**src/rtl/fan_drive_pkg.sv**
```systemverilog
// rtl/fan_drive_pkg.sv - shared widths and interlock state encoding for fan_drive
package fan_drive_pkg;

  localparam int LEVEL_W    = 4;
  localparam int PWM_PHASES = 16;

  typedef enum logic [1:0] {
    IDLE = 2'd0,
    COOL = 2'd1,
    HEAT = 2'd2,
    DEAD = 2'd3
  } lock_state_e;

endpackage

```
**src/rtl/fan_pwm_gen.sv**
```systemverilog
// rtl/fan_pwm_gen.sv - 16-phase fan PWM with prescaler and period-boundary duty latch
module fan_pwm_gen
  import fan_drive_pkg::*;
#(
  parameter int PWM_PRESCALE = 4
) (
  input  logic               clock,
  input  logic               reset,
  input  logic [LEVEL_W-1:0] duty_in,
  output logic               pwm_out
);

  localparam int PRE_W = (PWM_PRESCALE > 1) ? $clog2(PWM_PRESCALE) : 1;

  logic [PRE_W-1:0]   pre_q, pre_d;
  logic [LEVEL_W-1:0] phase_q, phase_d;
  logic [LEVEL_W-1:0] duty_q, duty_d;
  logic               pwm_q, pwm_d;
  logic               tick;

  always_comb begin
    tick    = (pre_q == PRE_W'(PWM_PRESCALE - 1));
    pre_d   = tick ? '0 : pre_q + 1'b1;
    phase_d = tick ? phase_q + 1'b1 : phase_q;
    // Duty is only sampled as the phase wraps so a period is never split.
    duty_d  = (tick && phase_q == LEVEL_W'(PWM_PHASES - 1)) ? duty_in : duty_q;
    pwm_d   = (phase_q < duty_q);
  end

  always_ff @(posedge clock) begin
    if (reset) begin
      pre_q   <= '0;
      phase_q <= '0;
      duty_q  <= '0;
      pwm_q   <= 1'b0;
    end else begin
      pre_q   <= pre_d;
      phase_q <= phase_d;
      duty_q  <= duty_d;
      pwm_q   <= pwm_d;
    end
  end

  assign pwm_out = pwm_q;

endmodule

```
**src/rtl/fan_drive.sv**
```systemverilog
// rtl/fan_drive.sv - heater/cooler interlock, fan level ramp and PWM drive
// Optional kick-start on the 0->1 fan step is enabled by defining FAN_KICKSTART_EN.
module fan_drive
  import fan_drive_pkg::*;
#(
  parameter int PWM_PRESCALE = 4,
  parameter int RAMP_CYCLES  = 8,
  parameter int DEAD_CYCLES  = 3,
  parameter int KICK_CYCLES  = 16
) (
  input  logic         clock,
  input  logic         reset,
  input  logic         cooler_req,
  input  logic         heater_req,
  input  logic [3:0]   rps_cmd,
  output logic         cooler_out,
  output logic         heater_out,
  output logic         fan_pwm,
  output logic [3:0]   fan_level,
  output logic         settled,
  output logic         conflict
);

  localparam int DEAD_W = $clog2(DEAD_CYCLES + 1);
  localparam int RAMP_W = $clog2(RAMP_CYCLES + 1);

  lock_state_e        state_q, state_d;
  logic [DEAD_W-1:0]  dead_cnt_q, dead_cnt_d;
  logic [RAMP_W-1:0]  ramp_cnt_q, ramp_cnt_d;
  logic [LEVEL_W-1:0] level_q, level_d;
  logic [LEVEL_W-1:0] target;
  logic [LEVEL_W-1:0] duty_sel;
  logic               cooler_q, cooler_d;
  logic               heater_q, heater_d;
  logic               conflict_q, conflict_d;

  always_comb begin
    state_d    = state_q;
    dead_cnt_d = dead_cnt_q;
    case (state_q)
      IDLE: begin
        if (cooler_req && !heater_req)      state_d = COOL;
        else if (heater_req && !cooler_req) state_d = HEAT;
      end
      COOL: begin
        if (!cooler_req || heater_req) begin
          state_d    = DEAD;
          dead_cnt_d = DEAD_W'(DEAD_CYCLES - 1);
        end
      end
      HEAT: begin
        if (!heater_req || cooler_req) begin
          state_d    = DEAD;
          dead_cnt_d = DEAD_W'(DEAD_CYCLES - 1);
        end
      end
      DEAD: begin
        if (dead_cnt_q == '0) state_d = IDLE;
        else                  dead_cnt_d = dead_cnt_q - 1'b1;
      end
      default: state_d = IDLE;
    endcase
    cooler_d   = (state_d == COOL);
    heater_d   = (state_d == HEAT);
    conflict_d = cooler_req & heater_req;
  end

  // Ramp counter keeps running across target changes; direction is chosen at each step.
  always_comb begin
    target     = cooler_req ? rps_cmd : '0;
    ramp_cnt_d = ramp_cnt_q;
    level_d    = level_q;
    if (level_q == target) begin
      ramp_cnt_d = '0;
    end else if (ramp_cnt_q == RAMP_W'(RAMP_CYCLES - 1)) begin
      ramp_cnt_d = '0;
      level_d    = (target > level_q) ? level_q + 1'b1 : level_q - 1'b1;
    end else begin
      ramp_cnt_d = ramp_cnt_q + 1'b1;
    end
  end

  always_ff @(posedge clock) begin
    if (reset) begin
      state_q    <= IDLE;
      dead_cnt_q <= '0;
      ramp_cnt_q <= '0;
      level_q    <= '0;
      cooler_q   <= 1'b0;
      heater_q   <= 1'b0;
      conflict_q <= 1'b0;
    end else begin
      state_q    <= state_d;
      dead_cnt_q <= dead_cnt_d;
      ramp_cnt_q <= ramp_cnt_d;
      level_q    <= level_d;
      cooler_q   <= cooler_d;
      heater_q   <= heater_d;
      conflict_q <= conflict_d;
    end
  end

`ifdef FAN_KICKSTART_EN
  localparam int KICK_W = $clog2(KICK_CYCLES + 1);

  logic [KICK_W-1:0] kick_cnt_q, kick_cnt_d;

  always_comb begin
    kick_cnt_d = kick_cnt_q;
    if (target == '0)                       kick_cnt_d = '0;
    else if (level_q == '0 && level_d == LEVEL_W'(1)) kick_cnt_d = KICK_W'(KICK_CYCLES);
    else if (kick_cnt_q != '0)              kick_cnt_d = kick_cnt_q - 1'b1;
  end

  always_ff @(posedge clock) begin
    if (reset) kick_cnt_q <= '0;
    else       kick_cnt_q <= kick_cnt_d;
  end

  assign duty_sel = (kick_cnt_q != '0) ? '1 : level_q;
`else
  logic unused_kick;
  assign unused_kick = (KICK_CYCLES > 0);
  assign duty_sel    = level_q;
`endif

  fan_pwm_gen #(
    .PWM_PRESCALE(PWM_PRESCALE)
  ) u_pwm (
    .clock   (clock),
    .reset   (reset),
    .duty_in (duty_sel),
    .pwm_out (fan_pwm)
  );

  assign cooler_out = cooler_q;
  assign heater_out = heater_q;
  assign conflict   = conflict_q;
  assign fan_level  = level_q;
  assign settled    = (level_q == target);

endmodule

```
**config.mk**
```make
export PLATFORM = sky130hd
export DESIGN_NAME = fan_drive
export DESIGN_NICKNAME = d
export VERILOG_FILES = /design/src/rtl/fan_drive_pkg.sv /design/src/rtl/fan_pwm_gen.sv /design/src/rtl/fan_drive.sv
export SDC_FILE = /design/constraint.sdc
export NUM_CORES = 1
export LEC_CHECK = 0
export BUFFER_PORTS_ARGS = -buffer_cell sky130_fd_sc_hd__buf_4
export CORE_UTILIZATION = 60
export CTS_BUF_LIST = sky130_fd_sc_hd__clkbuf_2
export DETAILED_ROUTE_END_ITERATION = 6
export PLACE_DENSITY = 0.85
export SYNTH_ARGS = -nofsm -noshare
export SYNTH_HDL_FRONTEND = slang
export SYNTH_SLANG_ARGS = --single-unit
export TNS_END_PERCENT = 20
```
**constraint.sdc**
```tcl
create_clock -name clock -period 6.9 [get_ports clock]
set_input_delay 0.345 -clock clock [delete_from_list [all_inputs] [get_ports clock]]
set_output_delay 0.345 -clock clock [all_outputs]
set_load 0.03 [all_outputs]
```
## Word level (Yosys, flattened, before mapping)

Index checks and enable logic that the tools add are counted.

| cells by class | value |
|---|---|
| eq/ne operators | 12 |
| mux-type cells | 12 |
| add/subtract/negate cells | 6 |
| bitwise gates (word level) | 2 |
| $lt $le $gt $ge | 2 |
| reductions and logical operators | 14 |

Operator list:

| kind | count |
|---|---|
| 2-bit two-way mux | 8 |
| 4-bit by 1-bit adder with 4-bit output (second input constant) | 3 |
| 2-bit == test (second input constant) | 4 |
| 4-bit two-way mux | 2 |
| 2-bit one-hot mux with 4 select lines | 1 |
| 2-bit != test (second input constant) | 3 |
| 2-bit one-hot mux with 3 select lines | 1 |
| 2-bit by 1-bit == test with 1-bit output (second input constant) | 2 |
| 4-bit by 3-bit == test with 1-bit output (second input constant) | 1 |
| 4-bit == test | 1 |
| 4-bit == test (second input constant) | 1 |
| 4-bit greater-than comparator | 1 |
| 2-bit logical NOT | 2 |
| 4-bit < comparator | 1 |
| 4-bit AND reduction | 1 |
| 4-bit by 1-bit subtractor with 4-bit output (second input constant) | 1 |
| 1-bit logical AND | 3 |
| 3-bit nonzero test | 1 |
| 3-bit OR reduction | 1 |
| 2-bit by 1-bit adder with 2-bit output (second input constant) | 1 |
| 1-bit logical NOT | 2 |
| 1-bit logical OR | 2 |
| 2-bit AND reduction | 1 |
| 2-bit OR reduction | 1 |
| other kinds (3) | 3 |

| storage, ports and cells | value |
|---|---|
| logic and storage cells | 59 |
| bits of input ports | 8 |
| flip-flop bits (word level) | 26 |

## Longest topological paths before layout

Gate-level depths: netlist of run 1.

| logic depth | value |
|---|---|
| word-level depth | 6 |
| mapped depth | 13 |

## By module

A second synthesis of run 1 with hierarchy kept.

| unflattened totals | value |
|---|---|
| cells, all modules | 140 |
| area, all modules | 1312.5 µm² |

Modules (own cells, without submodules):

| module | sequential area each (µm²) | area each (µm²) | cells each | instances |
|---|---|---|---|---|
| fan_drive | 300.3 | 817.0 | 92 | 1 |
| fan_pwm_gen | 220.2 | 495.5 | 48 | 1 |

## Worst setup path before layout of run 1

No wires, ideal clock.

| timing | value |
|---|---|
| path kind | register to register |
| start point | register level_q[1], in the netlist fan_level[1] |
| end point | register level_q[3], in the netlist fan_level[3] |
| path buffers | 1 |
| cell stages (with the launch flop) | 12 |
| arrival time | 2786 ps |
| clock period less this slack | 2909 ps |
| path slack | 3991 ps |
| required time | 6777 ps |
| cells stage by stage | dfxtp_1 -> inv_1 -> ha_1 -> and4_4 -> buf_6 -> nand2b_1 -> ha_1 -> a21oi_1 -> nor2b_1 -> or4_1 -> mux2i_1 -> mux2_1 |

| on the way | value |
|---|---|
| longest elaborated chain between the ends | 3 |

Ends and longest elaborated chain:

| what | RTL line | source |
|---|---|---|
| from (decl) | fan_drive.sv:30 | `logic [LEVEL_W-1:0] level_q, level_d;` |
| from (signal assigned) | fan_drive.sv:96 | `level_q <= level_d;` |
| 4-bit == test | -- |  |
| named net settled | fan_drive.sv:20 | `output logic settled,` |
| 1-bit inverter (no source line) | -- |  |
| 2-bit AND reduction (no source line) | -- |  |

The timed path passes the listed nets, and every way through them passes these cells.
A chain may end at the register's enable or synchronous reset.

## Worst setup path after layout of run 1

| timing | value |
|---|---|
| start point | register level_q[1], in the netlist fan_level[1] |
| end point | register level_q[3], in the netlist fan_level[3] |

| on the way | value |
|---|---|
| longest elaborated chain between the ends | 3 |

Ends and longest elaborated chain:

| what |
|---|
| parallel branches: the longest is 3 deep, another holds 4-bit by 1-bit subtractor with 4-bit output |

Parallel ways; which one is timed is not known.

==> results.md, run 1 <==
* Area grow syn2layout at 10.8%
* CTS Buffer Depth at 2
* Total track usage at 21.4%
* Gr ovfl total at 0
* RSZ-0062 raised after global routing: false
* Post-DP HPWL at roughly 1.7 mm
* Number of synthesized register bits at 26
* TritonRoute pass-1 iters at 4
* Ant. Diodes at 0
* Starting Density at about two thirds
* Yosys top cell area share at 40.6%
* Worst-Margin Slew at roughly 370 ps
* Num CTS Buffers at 3
* DR DRC count at 0
* Final instance area at 0.00142 mm²
* Dpl ws at 3940 ps
* Top cells by area, synth: dfxtp_1 (41%), ha_1 (13%), nor2_1 (6.7%)
* Root Buffer: clkbuf_2
* Layout cells sized above 1 at 13.0%
* Max Slew Vio Count at 0
* Syn Std Cell Area at 0.00128 mm²
* Critical path capture point type: flip-flop
* Status: complete, no violations
* Register area share after synthesis at between 40% and 50%
* XOR/XNOR Fraction of Synth Area at 4.78%
* Post-DR wirelength/cell at 12.2 µm
* Max-cap violation count at 0
* Initial antenna violation count at 0
* Area of the multi-input gates at 691 µm²
* Synth Area in Adders at 15.0%
* Endpoints failing setup at 0
* I/O pins at 17
* Core Area at 0.00198 mm²
* H-tree depth at 1
* Post-Syn Instances at 141
* PD cells at 180 mW/mm²
* Clock sinks at 26
* Crit-path max FO at 5
* Fraction of synthesized area in multiplexers at 4.78%
* DR vias/cell at 5.28
* Largest net degree at the start of global routing at 25
* Fillers at around 150
* Initial DRC count at 10
* Post-Synth Simple-Gate Area at 20.3%
* Final hold viol count at 0
* Clk Latency, worst-skew pair at 330 ps
* Worst Hold Class: primary input to flip-flop
* Port bufs at 16
* Fin Setup TNS at 0 ps
* Syn avg cell area at 9.10 µm²
* CTS tree: built
* Die Y-Extent at slightly below 50 µm
* Critical path class: flip-flop to flip-flop
* Hold buffers post-CTS at 0
* Vias in the first global route at 817
* Worst Path Arrival at 3140 ps
* Max frequency at 347 MHz
* Storage element area at 520 µm²
* Placed instance area at ~0.0014 mm²
* Clock-pin slew on the worst setup and hold paths at 240 ps
* Fin crit share at 41.8%
* Die area at roughly 0.0023 mm²
* Synth Warn # at 0
* Post-layout util at 71.7%
* Cell Rows at 16
* Total Power at roughly 0.26 mW
* DRT Wirelength at approximately 2.2 mm
* Lkg Pwr at approximately 0.6 nW
* Routability-driven placement congestion ratio at 0.906
* Final min period at approximately 2900 ps
* Synth area leader: dfxtp_1
* Post-CTS resize count at 0
* Setup WS post-layout at 4020 ps
* Slew headroom at 75.0%
* Compound-Gate Fraction of Synth Area at between 8 and 9%
* Clock Skews at 7.20 ps
* Count of cell types in the netlist at 34
* Largest family of logic cells by synthesized area: simple AND/OR/NAND/NOR gates
* Mapped Nets at 163
* Global-route wire length before repair at roughly 3.5 mm
* Vias at 956
* Antenna Nets Post-Route at 0
* DIE WIDTH at 48.2 µm
* Worst endpoint required time at 7160 ps
* Nets@finish at 177
* Worst VDD drop at 0.151 mV
* Critical Path Source Type: flip-flop
* Setup bufs post-CTS at 0
==> placed cells by master (no fill, tap or decap), types with 3 or more instances in the layout <==
master     n
a21oi_1    8
and2_1     3
buf_4     16
clkbuf_2   3
dfxtp_1   26
ha_1      13
inv_1     10
mux2i_1    5
nand2_1    5
nand2b_1   3
nor2_1    23
nor3_1     3
nor3b_1    3
xnor2_1    4
xor2_1     3
==> per-stage QoR <==
step | hold WS, ps | cells
after floorplan | 404 | 141
final | 187 | 181
after global placement | 413 | 177
after CTS | 176 | 181
after global routing | 153 | 181
after detailed placement | 422 | 177
==> worst max-delay path: stages (launching register included) <==
cell	delay, ps
dfxtp_1	490
inv_1	110
ha_1	310
a21oi_1	70
o21ai_1	240
nand2b_1	170
ha_1	310
a21oi_1	170
nor2b_1	70
or4_1	390
mux2i_1	160
mux2_1	330
==> kinds of logic after synthesis <==
| family | after synthesis |
|---|---|
| fa+ha+maj | 15 |
| simple gates | 51 |
| flops | 26 |
| xor+xnor | 7 |
| compound gates | 19 |
| buf+inv | 17 |
| mux | 6 |
==> routing by layer <==
layer | GRT usage, % | vias up | share of wire (%) | routed length (µm)
met3 | 4.44 | 0 | 2.0 | 45
met4 | 3.33 | 0 | 0 | 0
met1 | 27.1 | 439 | 48 | 1050
li1 | - | 506 | - | -
met5 | 0 | - | 0 | 0
met2 | 38.1 | 11 | 50 | 1110
==> cell usage after synthesis <==
| cell type | count |
|---|---|
| a211oi_1 | 2 |
| a21o_1 | 2 |
| a21oi_1 | 8 |
| a311oi_1 | 1 |
| a31oi_1 | 1 |
| and2_1 | 3 |
| and3_1 | 2 |
| and4_4 | 1 |
| buf_6 | 1 |
| clkbuf_1 | 6 |
| dfxtp_1 | 26 |
| fa_1 | 1 |
| ha_1 | 13 |
| inv_1 | 10 |
| maj3_1 | 1 |
| mux2_1 | 1 |
| mux2i_1 | 5 |
| nand2_1 | 5 |
| nand2b_1 | 3 |
| nand3_1 | 1 |
| nand3b_1 | 1 |
| nand4_1 | 2 |
| nand4b_1 | 1 |
| nor2_1 | 23 |
| nor2b_1 | 1 |
| nor3_1 | 3 |
| nor3b_1 | 3 |
| nor4b_1 | 1 |
| o21a_1 | 2 |
| o21ai_0 | 1 |
| o21ai_1 | 2 |
| or4_1 | 1 |
| xnor2_1 | 4 |
| xor2_1 | 3 |
==> area by class of cell <==
class / instances / share of cell area, %
Tap cell: 27 / 2.38
Timing Repair Buffer: 16 / 8.45
Sequential cell: 26 / 36.6
Inverter: 10 / 2.64
Clock inverter: 1 / 0.264
Multi-Input combinational cell: 98 / 48.6
Clock buffer: 3 / 1.06
==> worst paths after layout <==
path                       start              to  slack [ps]  depth (start not counted)
hold reg to reg   u_pwm.pre_q[0]  u_pwm.pre_q[0]         450                          1
hold / removal        heater_req      cooler_out         190                          2
setup / recovery    fan_level[1]    fan_level[3]        4020                         11
setup reg to reg    fan_level[1]    fan_level[3]        4020                         11
==> power breakdown <==
| part | internal (mW) | switching [mW] | leakage (nW) |
|---|---|---|---|
| clock | 0.0126 | 0.0432 | 0.0140 |
| combinational | 0.0178 | 0.0191 | 0.372 |
| sequential | 0.157 | 0.00559 | 0.212 |
| total | 0.187 | 0.0679 | 0.597 |
==> registers in the layout, summed over array words and instances (netlist names) <==
signal and count:
fan_level 4, ramp_cnt_q 4, u_pwm.duty_q 4, u_pwm.phase_q 4, dead_cnt_q 2, state_q 2
u_pwm.pre_q 2, conflict 1, cooler_out 1, heater_out 1, u_pwm.pwm_out 1
No activity file was read; power rests on OpenSTA's default activity.
==> run 2, diff against run 1 <==
--- a/config.mk
+++ b/config.mk
@@ -6,10 +6,10 @@
 export NUM_CORES = 1
 export LEC_CHECK = 0
 export BUFFER_PORTS_ARGS = -buffer_cell sky130_fd_sc_hd__buf_4
-export CORE_UTILIZATION = 60
+export CORE_UTILIZATION = 53
 export CTS_BUF_LIST = sky130_fd_sc_hd__clkbuf_2
 export DETAILED_ROUTE_END_ITERATION = 6
-export PLACE_DENSITY = 0.85
+export PLACE_DENSITY = 0.79
 export SYNTH_ARGS = -nofsm -noshare
 export SYNTH_HDL_FRONTEND = slang
 export SYNTH_SLANG_ARGS = --single-unit
==> constraint.sdc (replaced) <==
create_clock -name clock -period 2.6 [get_ports clock]
set_input_delay 0.13 -clock clock [delete_from_list [all_inputs] [get_ports clock]]
set_output_delay 0.13 -clock clock [all_outputs]
set_load 0.03 [all_outputs]
==> results.md, run 2 (synthesis gave the netlist of run 1 again) <==
* Status: complete, no violations
* Fin crit share at 96.5% (+55 points)
* Sequential power share at 53.1% (-11 points)
* Most common cell on crit path: ha_4
* Total track usage at 20.7% (-0.79 points)
* Worst-Margin Slew at 438 ps (+66.2 ps)
* Critical path capture point type: flip-flop
* Vias in the first global route at 981 (+20%)
* Post-DR wirelength/cell at 13.4 µm (+9.3%)
* Clock-pin slew on the worst setup and hold paths at 260 ps (+20 ps)
* Gr ovfl total at 0 (unchanged)
* DR DRC count at 0 (unchanged)
* Worst VDD drop at 0.283 mV (+88%)
* Vias at 1008 (+5.4%)
* TritonRoute pass-1 iters at 4 (unchanged)
* DR vias/cell at 5.28 (about the same)
* Cells along the critical path: inv_1, ha_4, and4_4, nand2b_4, ha_4, a21oi_2, nor2b_1, or4_1, mux2i_1, mux2_1
* Fin Setup TNS at 0 ps (unchanged)
* DRT Wirelength at 2.55 mm (+15%)
* Slew headroom at 70.6% (-4.4 points)
* Area grow syn2layout at 25.5%
* Port bufs at 16 (unchanged)
* Clock Skews at 19.7 ps (+12.5 ps)
* Nets@finish at 186 (+5.1%)
* Internal power at 0.606 mW (+220%)
* Power share of the combinational group at 14.7% (+0.2 points)
* Initial DRC count at 32 (+22)
* CTS Buffer Depth at 2 (unchanged)
* Final hold slack at 37.0 ps (-150 ps)
* Critical Path Source Type: flip-flop
* Hold_sp: cooler_req
* Clock sinks at 26 (unchanged)
* Root Buffer: clkbuf_2
* Buffers plus inverters on the worst setup path at 1 (unchanged)
* Starting Density at 56.9% (-7.8 points)
* Critical path class: flip-flop to flip-flop
* Worst endpoint required time at 2900 ps (-4260 ps)
* Post-DP HPWL at 1.68 mm (-1.4%)
* Most frequent cells in the layout: buf_4 (24), nor2_1 (23), dfxtp_1 (22)
* R2R Path Start: fan_level[2]
* I/O pins at 17 (unchanged)
* Layout cells sized above 1 at 26.4% (+13 points)
* Most common cell after layout, fill and taps aside: buf_4
* Ant. Diodes at 0 (unchanged)
* PD cells at 501 mW/mm² (+180%)
* Worst Hold Class: primary input to flip-flop
* Antenna Nets Post-Route at 0 (unchanged)
* Sw Pwr at 0.200 mW (+190%)
* CTS tree: built
* Final hold viol count at 0 (unchanged)
* Global-route wire length before repair at 3.95 mm (+14%)
* Fillers at 190 (+26%)
* Die Y-Extent at 51.2 µm (+6.1%)
* Lkg Pwr at 0.667 nW (+12%)
* Endpoints failing setup at 0 (unchanged)
* Finished Layout Cells at 191 (+5.5%)
* H-tree depth at 1 (unchanged)
* Worst Path Arrival at 2810 ps (-330 ps)
* CP delay by family, top: simple AND/OR/NAND/NOR gates
* Final min period at 2510 ps (-371 ps)
* Max frequency at 398 MHz (+15%)
* Die area at 0.00262 mm² (+13%)
* Critical Path Start: fan_level[2]
* Max-cap violation count at 0 (unchanged)
* Worst path slowest cell: dfxtp_4
* Num CTS Buffers at 3 (unchanged)
* DIE WIDTH at 51.2 µm (+6.1%)
* Switch share at 24.8% (-1.8 points)
* Largest net degree at the start of global routing at 25 (unchanged)
* Clk Latency, worst-skew pair at 370 ps (+40 ps)
* Reg2Reg Setup Slack at 90 ps (-3930 ps)
* Clk network pwr share at 32.2% (+10 points)
* Post-layout util at 71.4% (-0.35 points)
* Core Area at 0.00225 mm² (+14%)
* Routability-driven placement congestion ratio at 0.744 (-18%)
* Cell Rows at 17 (+1)
* Max Slew Vio Count at 0 (unchanged)
* Max incr delay on CP at 420 ps (-70 ps)
* Initial antenna violation count at 0 (unchanged)
* Total Power at 0.807 mW (+220%)
* Crit-path max FO at 3 (-2)
* Inst Count DP at 180 (+1.7%)
[run 2: cell types whose count changed in the layout (fill, tap and decap cells not counted), moves of 2 or more]
cell / before / now
dfxtp_1: 26 / 22
ha_1: 13 / 8
inv_1: 10 / 8
buf_4: 16 / 24
inv_2: 0 / 2
ha_4: 0 / 5
dfxtp_4: 0 / 3
[run 2: path summary, 6_finish.rpt]
kind	endpoint	cells past startpoint
setup / recovery	fan_level[3]	10
setup reg to reg	fan_level[3]	10
hold / removal	conflict	2
hold reg to reg	u_pwm.pre_q[0]	1
[run 2: layout make-up]
class                   instances  area (µm²)  share of cell area [%]
clock inverters                 1        30.0                    1.87
well taps                      28        35.0                    2.18
repair buffers                 25         190                    11.8
multi-input cells              98         768                    47.7
inverters                      10        37.5                    2.33
flip-flops and latches         26         533                    33.1
clock buffers                   3        15.0                   0.933
[run 2: metrics by stage]
stage	worst slack, ps	area [µm²]
final	89.9	1610
after global placement	89.6	1460
after global routing	-29.6	1610
after CTS	20.4	1520
after detailed placement	25.5	1460
after floorplan	11.4	1330
[run 2: repair_timing]
| item | in CTS | in global routing |
|---|---|---|
| hold buffers | 1 | 0 |
| setup buffers | 0 | 6 |
| resized for setup | 0 | 6 |
| endpoints found under the hold margin | 1 | 0 |
| setup endpoints to repair | 0 | 1 |
[run 2: power groups by stage]
| stage | logic (mW) | clock network, mW | registers [mW] |
|---|---|---|---|
| floorplan | 0.0818 | 0 | 0.431 |
| CTS | 0.106 | 0.261 | 0.428 |
| global placement | 0.100 | 0 | 0.435 |
| finish | 0.119 | 0.260 | 0.428 |
| detailed placement | 0.105 | 0 | 0.436 |
| global route | 0.131 | 0.277 | 0.431 |
[run 2: per-layer routing]
metal	vias up	wire, µm	track usage, %
met3	6	54	3.87
met2	10	1330	37.5
met4	0	72	13.4
met5	-	0	0
li1	522	-	-
met1	470	1100	21.4
==> run 3, diff against run 2 <==
--- a/config.mk
+++ b/config.mk
@@ -6,11 +6,13 @@
 export NUM_CORES = 1
 export LEC_CHECK = 0
 export BUFFER_PORTS_ARGS = -buffer_cell sky130_fd_sc_hd__buf_4
+export CORE_MARGIN = 5
 export CORE_UTILIZATION = 53
 export CTS_BUF_LIST = sky130_fd_sc_hd__clkbuf_2
 export DETAILED_ROUTE_END_ITERATION = 6
 export PLACE_DENSITY = 0.79
 export SYNTH_ARGS = -nofsm -noshare
 export SYNTH_HDL_FRONTEND = slang
+export SYNTH_HIERARCHICAL = 1
 export SYNTH_SLANG_ARGS = --single-unit
 export TNS_END_PERCENT = 20
==> results.md, run 3 <==
* Worst-Margin Slew at 531 ps (+92.6 ps)
* Post-layout util at 65.7% (-5.7 points)
* Critical Path Start: fan_level[1]
* Wire length on met3 at 98 µm (+81%)
* Root Buffer: clkbuf_2
* Max frequency at 395 MHz (-0.96%)
* Die area at 0.00357 mm² (+36%)
* Antenna Nets Post-Route at 0 (unchanged)
* Syn Std Cell Area at 0.00131 mm² (+2.3%)
* Core Area at 0.00243 mm² (+7.9%)
* Syn avg cell area at 9.38 µm² (+3.1%)
* Global-route wire length before repair at 4.48 mm (+13%)
* H-tree depth at 1 (unchanged)
* Clock sinks at 26 (unchanged)
* Routed wl met2 at 1.39 mm (+5.0%)
* Synth Warn # at 6 (+6)
* DR vias/cell at 5.37 (+1.7%)
* Starting Density at 54.0% (-2.9 points)
* Port bufs at 16 (unchanged)
* Clock-pin slew on the worst setup and hold paths at 230 ps (-30 ps)
* Critical path class: flip-flop to flip-flop
* Cells along the critical path: inv_1, ha_4, a21oi_1, o21ai_2, nand2_2, ha_4, a21oi_2, nor2b_1, or4_1, mux2i_1, mux2_2
* Post-synth EDFFs at 0 (unchanged)
* Post-DR wirelength/cell at 14.2 µm (+6.3%)
* R2R Path Start: fan_level[1]
* Max Slew Vio Count at 0 (unchanged)
* Clock Skews at 2.21 ps (-17.5 ps)
* FFs w/ async S/R, synth at 0% (unchanged)
* Cell Rows at 18 (+1)
* Top Layer Used: met4
* Top cells by area, synth: dfxtp_1 (40%), ha_1 (12%), mux2i_1 (6.1%)
* Nets@finish at 185 (-0.54%)
* Most common cell after layout, fill and taps aside: buf_4
* Number of synthesized register bits at 26 (unchanged)
* DRT Wirelength at 2.73 mm (+6.9%)
* Largest net degree at the start of global routing at 27 (+8.0%)
* Vias at 1031 (+2.3%)
* CTS Buffer Depth at 2 (unchanged)
* DIE WIDTH at 59.8 µm (+17%)
* Gr ovfl total at 0 (unchanged)
* Endpoints failing setup at 0 (unchanged)
* DR DRC count at 0 (unchanged)
* Synth area leader: dfxtp_1
* Critical Path Source Type: flip-flop
* Cell with the most instances after synthesis: dfxtp_1
* Final hold viol count at 0 (unchanged)
* Most common cell on crit path: ha_4
* Mapped Nets at 162 (-0.61%)
* Crit-path max FO at 3 (unchanged)
* I/O pins at 17 (unchanged)
* Initial antenna violation count at 0 (unchanged)
* Ant. Diodes at 0 (unchanged)
* Setup WS post-layout at 65.5 ps (-24.4 ps)
* Post-synth top flop: dfxtp_1
* Num CTS Buffers at 3 (unchanged)
* Most instantiated cells after synthesis: dfxtp_1 (26), nor2_1 (20), ha_1 (13)
* Post-Syn Instances at 140 (-0.71%)
* DRT met1 WL at 1.13 mm (+2.7%)
* Initial DRC count at 19 (-41%)
* Most frequent cells in the layout: buf_4 (23), dfxtp_1 (22), nor2_1 (20)
* Max incr delay on CP at 390 ps (-30 ps)
* Vias in the first global route at 1017 (+3.7%)
* Yosys top cell area share at 39.7% (-0.93 points)
* Worst Hold Class: primary input to flip-flop
* Worst endpoint required time at 2860 ps (-40 ps)
* Buffers plus inverters on the worst setup path at 1 (unchanged)
* Max-cap violation count at 0 (unchanged)
* Fin crit share at 97.5% (+0.94 points)
* Clk Latency, worst-skew pair at 340 ps (-30 ps)
* Hold_sp: cooler_req
* Routability-driven placement congestion ratio at 0.831 (+12%)
* Slew headroom at 64.4% (-6.2 points)
* TritonRoute pass-1 iters at 4 (unchanged)
* Dpl ws at -109 ps (-134 ps)
* CTS tree: built
* Layout cells sized above 1 at 25.9% (-0.45 points)
* Final min period at 2530 ps (+24.4 ps)
* Critical path capture point type: flip-flop
* Worst Path Arrival at 2800 ps (about the same)
* PD cells at 440 mW/mm² (-12%)
* Count of cell types in the netlist at 36 (+5.9%)
* Status: complete, no violations
* Worst path slowest cell: dfxtp_4
* Register area share after synthesis at 39.7% (-0.93 points)
* Worst VDD drop at 0.390 mV (+38%)
* Total track usage at 16.6% (-4.0 points)
* Die Y-Extent at 59.8 µm (+17%)
* Area grow syn2layout at 21.7%
* CP delay by family, top: simple AND/OR/NAND/NOR gates
* Post-DP HPWL at 1.91 mm (+13%)
* Lkg Pwr at 0.700 nW (+5.0%)
## run 3: path summary, 6_finish.rpt
| path | to | slack (ps) | cells past startpoint |
|---|---|---|---|
| max | fan_level[3] | 70 | 11 |
| min | cooler_out | 80 | 3 |
| max reg2reg | fan_level[3] | 70 | 11 |
| min reg2reg | u_pwm/pre_q[0] | 450 | 1 |
## run 3: kinds of logic (layout without fill, tap and decap cells)
group	count (synthesis)	count (layout)	share of synthesized area (%)
AOI/OAI and AO/OA	15	15	7.15
DFF	26	26	39.7
xor gates and xnor gates	7	7	4.67
adders and majority gates	15	15	14.7
and+or+nand+nor	50	50	20.5
muxes	9	9	6.96
buffers and inverters	18	40	6.39
## run 3: area by class of cell
cell class,instances,area [µm²]
flip-flops and latches,26,533
fillers,185,835
inverters,12,45.0
clock buffers,3,15.0
multi-input cells,96,781
well taps,30,37.5
repair buffers,24,183
clock inverters,1,3.75
## run 3: timing repair
item                                    4_1_cts  5_1_grt
cloned                                        0        0
pin swaps                                     1        2
buffers inserted                              3        1
gates resized for setup                       3        6
hold buffers                                  1        0
endpoints found under the hold margin         1        0
endpoints found under the setup margin        1        1
## run 3: through the flow
stage          cells  TNS (ps)  hold WS [ps]  power [mW]  cell area, µm²
2_1_floorplan    140         0           209       0.510            1330
3_3_place_gp     183         0           342       0.530            1470
3_5_place_dp     183      -109           344       0.539            1470
4_1_cts          191         0          77.8       0.695            1540
5_1_grt          192     -6.67          63.6       0.747            1600
6_report         192         0          79.2       0.703            1600
## run 3: power by group
group	switching, mW	internal, mW
clock network	0.117	0.0334
registers	0.0159	0.413
logic	0.0621	0.0617
total	0.195	0.508
## run 3: worst reg2reg max path, delay by kind of cell (launching register included)
kind            cells  cell delay (ps)
compound gates      3              430
fa+ha+maj           2              420
buf+inv             1               80
flops               1              390
mux                 2              540
simple gates        3              590
## run 3: per-layer routing
metal,GRT usage (%),vias up
met5,0,-
met4,6.96,0
met3,1.94,10
met2,29.3,32
met1,20.2,472
li1,-,517
